File: src/rtl/branch_predictor.sv
// branch_predictor: 2-bit saturating-counter BHT plus a direct-mapped BTB.
// Lookups are combinational from the registered tables. Resolved-branch updates
// train both tables and maintain saturating resolve/mispredict statistics.
module branch_predictor #(
  parameter int IDX_W = 6,
  parameter int TAG_W = 8,
  parameter int CNT_W = 16
) (
  input  logic             clk,
  input  logic             rst,
  input  logic [31:0]      lookup_pc,
  output logic             pred_taken,
  output logic             pred_hit,
  output logic [31:0]      pred_target,
  input  logic             upd_valid,
  input  logic [31:0]      upd_pc,
  input  logic             upd_taken,
  input  logic [31:0]      upd_target,
  input  logic             upd_pred_taken,
  input  logic [31:0]      upd_pred_target,
  output logic             mispredict,
  output logic [CNT_W-1:0] br_count,
  output logic [CNT_W-1:0] mis_count
);

  localparam int DEPTH = 1 << IDX_W;
  localparam logic [CNT_W-1:0] CNT_ONE = {{(CNT_W-1){1'b0}}, 1'b1};

  // Prediction tables
  logic [1:0]       bht_q        [DEPTH];
  logic             btb_valid_q  [DEPTH];
  logic [TAG_W-1:0] btb_tag_q    [DEPTH];
  logic [31:0]      btb_target_q [DEPTH];

  // Statistics and mispredict flag
  logic             mispredict_q;
  logic [CNT_W-1:0] br_count_q;
  logic [CNT_W-1:0] mis_count_q;

  // Index/tag slices; the byte-offset bits and the PC bits above the tag play no part
  logic [IDX_W-1:0] lk_idx;
  logic [TAG_W-1:0] lk_tag;
  logic [IDX_W-1:0] upd_idx;
  logic [TAG_W-1:0] upd_tag;
  logic             unused_pc_bits;

  assign lk_idx  = lookup_pc[IDX_W+1:2];
  assign lk_tag  = lookup_pc[IDX_W+TAG_W+1:IDX_W+2];
  assign upd_idx = upd_pc[IDX_W+1:2];
  assign upd_tag = upd_pc[IDX_W+TAG_W+1:IDX_W+2];
  assign unused_pc_bits = ^{lookup_pc[1:0], lookup_pc[31:IDX_W+TAG_W+2],
                            upd_pc[1:0], upd_pc[31:IDX_W+TAG_W+2]};

  // Lookup: tag-qualified BTB hit, direction from the counter MSB, no bypass of updates
  logic lk_hit;
  assign lk_hit      = btb_valid_q[lk_idx] && (btb_tag_q[lk_idx] == lk_tag);
  assign pred_hit    = lk_hit;
  assign pred_taken  = lk_hit & bht_q[lk_idx][1];
  assign pred_target = lk_hit ? btb_target_q[lk_idx] : 32'h0;

  // Next counter value for the entry being trained (saturating at 00 and 11)
  logic [1:0] bht_cur;
  logic [1:0] bht_d;
  always_comb begin
    bht_cur = bht_q[upd_idx];
    bht_d   = bht_cur;
    if (upd_taken) begin
      if (bht_cur != 2'b11) bht_d = bht_cur + 2'b01;
    end else begin
      if (bht_cur != 2'b00) bht_d = bht_cur - 2'b01;
    end
  end

  // Mispredict: wrong direction, or taken with a wrong target
  logic mis_cond;
  assign mis_cond = (upd_pred_taken != upd_taken) |
                    (upd_taken & (upd_pred_target != upd_target));

  // Table training: counters always move, BTB is (re)allocated only on taken branches
  always_ff @(posedge clk or negedge rst) begin
    if (!rst) begin
      bht_q        <= '{default: 2'b01};
      btb_valid_q  <= '{default: 1'b0};
      btb_tag_q    <= '{default: '0};
      btb_target_q <= '{default: 32'h0};
    end else if (upd_valid) begin
      bht_q[upd_idx] <= bht_d;
      if (upd_taken) begin
        btb_valid_q[upd_idx]  <= 1'b1;
        btb_tag_q[upd_idx]    <= upd_tag;
        btb_target_q[upd_idx] <= upd_target;
      end
    end
  end

  // Statistics: registered one-cycle mispredict pulse and saturating counters
  always_ff @(posedge clk or negedge rst) begin
    if (!rst) begin
      mispredict_q <= 1'b0;
      br_count_q   <= '0;
      mis_count_q  <= '0;
    end else begin
      mispredict_q <= upd_valid & mis_cond;
      if (upd_valid) begin
        if (br_count_q != '1) br_count_q <= br_count_q + CNT_ONE;
        if (mis_cond && (mis_count_q != '1)) mis_count_q <= mis_count_q + CNT_ONE;
      end
    end
  end

  assign mispredict = mispredict_q;
  assign br_count   = br_count_q;
  assign mis_count  = mis_count_q;

endmodule

File: config.mk
export PLATFORM = sky130hd
export DESIGN_NAME = branch_predictor
export DESIGN_NICKNAME = d
export VERILOG_FILES = /design/src/rtl/branch_predictor.sv
export SDC_FILE = /design/constraint.sdc
export NUM_CORES = 2
export LEC_CHECK = 0
export CORE_MARGIN = 3
export CORE_UTILIZATION = 40
export DETAILED_ROUTE_END_ITERATION = 8
export GPL_ROUTABILITY_DRIVEN = 0
export GPL_TIMING_DRIVEN = 0
export PLACE_DENSITY = 0.58
export SLEW_MARGIN = 20
export SYNTH_ARGS = -nofsm -noshare
export SYNTH_HDL_FRONTEND = slang
export SYNTH_SLANG_ARGS = --single-unit
File: constraint.sdc
create_clock -name clk -period 6.3 [get_ports clk]
set_clock_uncertainty 0.2 [all_clocks]
set_input_delay 1.26 -clock clk [delete_from_list [all_inputs] [get_ports clk]]
set_output_delay 1.26 -clock clk [all_outputs]
set_load 0.01 [all_outputs]
==> flow_metrics.tcl <==
set metrics [dict create \
    drive_gt1_share_pct 51.5 \
    synthMostInstantiatedCell "sky130_fd_sc_hd__dfrtp_1" \
    detailroute.via_count 79600 \
    post_synth_instance_area_mm2 0.127 \
    netlist.area_leader.share_pct 53.5 \
    period_needed_ns 6.37 \
    final_nets 8828 \
    maxCapViolCount 0 \
    postLayoutCoreUtil_pct 47.2 \
    synth_compound_gate_area_share_pct 1.35 \
    final_cell_count_no_fill 13100 \
    postSynthNetCount 8218 \
    number_of_iterations_in_the_first_detailed_routing_pass 5 \
    flow.area_growth_from_synthesis_pct 17.2 \
    tritoncts_num_sinks 2785 \
    ys_seq_elements 2785 \
    detailedPlace.worstSlack_ns -3.03 \
    global_route_wire_length_before_repair_um 648000 \
    max_slew_violation_count 0 \
    synthTopCellsByArea "sky130_fd_sc_hd__dfrtp_1 53%, sky130_fd_sc_hd__mux2_2 23%, sky130_fd_sc_hd__mux4_2 15%" \
    cts-root-to-sink-buffers 4 \
    rr_worst_depth 9 \
    min-delay-path-class "input pin to asynchronous set/reset pin" \
    floorplan_row_count 206 \
    core_area_mm2 0.316 \
    place.port_buffers 148 \
    rr_endpoint "bht_q[117]$_DFFE_PN0P_" \
    cts_buffers 310 \
    crit_path_end_kind "output pin" \
    drt_first_iter_violations 8182 \
    path_clk_slew_ns 0.06 \
    overflow 0 \
    yosysWarningCount 0 \
    area_fraction_in_and_or_nand_and_nor_cells_after_synthesis_pct 2.55 \
    synth_area_leader_cell "sky130_fd_sc_hd__dfrtp_1" \
    io_pins 200 \
    ir_worst_vdd_v 0.000219 \
    ant_nets 0 \
    h-tree-depth 5 \
    critical_path_launch_point_type "input pin" \
    setup_repair_after_global_routing_missed_its_margin "yes" \
    clock.fmax_mhz 157 \
    synth.yosys.seq_area_share_pct 54.8 \
    cts_hold_repair.buffers 0 \
    synth.cells.most_frequent "2721 x sky130_fd_sc_hd__dfrtp_1, 2581 x sky130_fd_sc_hd__mux2_2, 828 x sky130_fd_sc_hd__mux4_2" \
    drt-total-wl_um 466000 \
    total_power_mw 44.8 \
    ctsRootBufferMaster "sky130_fd_sc_hd__clkbuf_16" \
    synth_enable_flop_cells 0 \
    avgViaCountPerCell 6.07 \
    cp_max_fo 8 \
    kind_of_critical_path "input pin to output pin" \
    die_area_mm2 0.325 \
    max-slew-margin-rel_pct 16.3 \
    setup-violations-final 14 \
    synthDistinctLibCells 72 \
    rr_startpoint "bht_q[48]$_DFFE_PN1P_" \
    main_combinational_cell_family_by_area_after_synthesis "multiplexers" \
    finalHoldViolCount 0 \
    place_inst 12500 \
    synth_adder_area_share_pct 0.0275 \
    fin_crit_sh_pct 101 \
    cp_data_required_time_ns 4.84 \
    syn-mean-instance-area_um2 15.8 \
    initial_core_util_pct 40.3 \
    synthesis.instances 8083 \
    clk_latency_ns 0.93 \
    grt_antenna_before_repair 42 \
    result_of_the_run "finished, violations left" \
    drc 0 \
    violations "negative setup slack" \
    dominantRegCellSynth "sky130_fd_sc_hd__dfrtp_1" \
    synth.area.mux_share_pct 38.2 \
    grt.total_usage_pct 28.4 \
    detail_route.wl_per_cell_um 35.5 \
    dp.final_hpwl_um 329000 \
    cp_data_arrival_time_ns 4.91 \
    pin_count_of_the_biggest_net_entering_global_routing 155 \
    finalSetupTns_ns -0.426 \
    die-height_um 570 \
    synthXorXnorAreaFrac_pct 0.461 \
    die_width_um 570 \
    first_global_vias 81200 \
    cts_tree "built" \
    final.setup.worst_slack_ns -0.0730 \
    reg2reg_slack_ns 2.53 \
    max_slew.worst_pin.slew_ns 1.26 \
    async_flop_share_pct 100 \
    powerDensity_mw_per_mm2 300 \
    cellLeakagePower_nw 69.1 \
]
per-stage QoR:
step	instance area, um2	hold slack, ns
CTS	149000	0.0513
global placement	134000	0.244
global route	149000	0.0698
finish	149000	0.0483
floorplan	127000	0.229
detailed placement	136000	0.249
registers in the layout, summed over array words and instances (netlist names):
| signal | count |
|---|---|
| mispredict | 1 |
| btb_valid_q | 64 |
| br_count | 16 |
| btb_tag_q | 512 |
| mis_count | 16 |
| btb_target_q | 2048 |
| bht_q | 128 |
placed cells by master (no fill, tap or decap), types with 19 or more instances in the layout:
master | netlist | layout
sky130_fd_sc_hd__clkbuf_16 | 0 | 323
sky130_fd_sc_hd__o31ai_1 | 24 | 24
sky130_fd_sc_hd__xnor2_1 | 29 | 27
sky130_fd_sc_hd__bufinv_16 | 0 | 25
sky130_fd_sc_hd__clkinv_2 | 0 | 38
sky130_fd_sc_hd__clkbuf_8 | 0 | 86
sky130_fd_sc_hd__nor2_1 | 186 | 148
sky130_fd_sc_hd__nand2b_1 | 43 | 43
sky130_fd_sc_hd__buf_16 | 0 | 56
sky130_fd_sc_hd__clkbuf_2 | 0 | 72
sky130_fd_sc_hd__nor3b_4 | 0 | 29
sky130_fd_sc_hd__nand2_1 | 195 | 193
sky130_fd_sc_hd__diode_2 | 0 | 34
sky130_fd_sc_hd__buf_1 | 160 | 105
sky130_fd_sc_hd__dfstp_2 | 64 | 64
sky130_fd_sc_hd__o21ai_0 | 75 | 73
sky130_fd_sc_hd__buf_4 | 19 | 92
sky130_fd_sc_hd__buf_12 | 1 | 50
sky130_fd_sc_hd__buf_8 | 0 | 33
sky130_fd_sc_hd__buf_2 | 96 | 71
sky130_fd_sc_hd__nand4_1 | 21 | 21
sky130_fd_sc_hd__nor2_2 | 0 | 34
sky130_fd_sc_hd__a22oi_1 | 23 | 19
sky130_fd_sc_hd__clkbuf_1 | 527 | 492
sky130_fd_sc_hd__mux4_2 | 828 | 832
sky130_fd_sc_hd__buf_6 | 9 | 37
sky130_fd_sc_hd__nand3_1 | 32 | 31
sky130_fd_sc_hd__dfrtp_1 | 2721 | 2721
sky130_fd_sc_hd__clkdlybuf4s50_1 | 0 | 111
sky130_fd_sc_hd__mux2i_1 | 70 | 60
sky130_fd_sc_hd__a21oi_1 | 80 | 74
sky130_fd_sc_hd__or2_2 | 40 | 39
sky130_fd_sc_hd__xor2_1 | 38 | 32
sky130_fd_sc_hd__mux2_2 | 2581 | 2579
repair_timing:
action,in CTS,in global routing
hold endpoints to repair,0,0
endpoints found under the setup margin,34,31
setup buffers,53,23
pin swaps,37,27
resized for setup,593,56
gates cloned,5,2
where the power goes:
part | switching [mW] | internal, mW
clock network | 7.73 | 11.2
logic | 2.79 | 2.71
registers | 0.872 | 19.5
critical path, cell delays in order:
cell                      delay, ns
sky130_fd_sc_hd__buf_16        0.12
sky130_fd_sc_hd__buf_12        0.15
sky130_fd_sc_hd__buf_16        0.15
sky130_fd_sc_hd__buf_16        0.15
sky130_fd_sc_hd__buf_6         0.12
sky130_fd_sc_hd__mux4_2        0.56
sky130_fd_sc_hd__a22oi_2       0.31
sky130_fd_sc_hd__nand4_1       0.21
sky130_fd_sc_hd__or3_1         0.36
sky130_fd_sc_hd__a22oi_2       0.24
sky130_fd_sc_hd__nand4_4       0.15
sky130_fd_sc_hd__buf_12        0.21
sky130_fd_sc_hd__buf_16        0.17
sky130_fd_sc_hd__buf_12        0.13
sky130_fd_sc_hd__nor3b_4       0.36
sky130_fd_sc_hd__buf_2         0.21
metal layers:
| metal | share of wire (%) | GRT usage [%] | wire length, um |
|---|---|---|---|
| met5 | 0.026 | 0 | 121 |
| met4 | 6.3 | 14.5 | 29600 |
| met3 | 8.4 | 6.84 | 39300 |
| met2 | 44 | 42.4 | 206000 |
| met1 | 41 | 38.8 | 192000 |
how the worst max path moves through the flow:
| stage | from | endpoint | cells after the start |
|---|---|---|---|
| 6_report | lookup_pc[2] | pred_target[11] | 16 |
| 5_1_grt | lookup_pc[2] | pred_target[13] | 15 |
| 4_1_cts | lookup_pc[2] | pred_target[2] | 14 |
| 3_5_place_dp | lookup_pc[6] | pred_target[2] | 13 |
| 3_3_place_gp | rst | btb_tag_q[354]$_DFFE_PN0P_ | 1 |
| 2_1_floorplan | lookup_pc[2] | pred_target[10] | 9 |
cell families after synthesis:
kind of cell,after synthesis
mux,3486
flops,2785
buf+inv,823
simple gates,643
compound gates,276
xor+xnor,67
fa+ha+maj,3
cell type report:
cell class | instances | area (um2)
Timing Repair Buffer | 299 | 3810
Tap cell | 4160 | 5200
Buffer | 811 | 4850
Fill cell | 27100 | 167000
Multi-Input combinational cell | 4475 | 54900
Inverter | 11 | 42.5
Clock buffer | 453 | 9200
Clock inverter | 95 | 1320
Antenna cell | 34 | 85.1
Sequential cell | 2785 | 69800
Note: power is estimated with default switching activity, not from simulation.
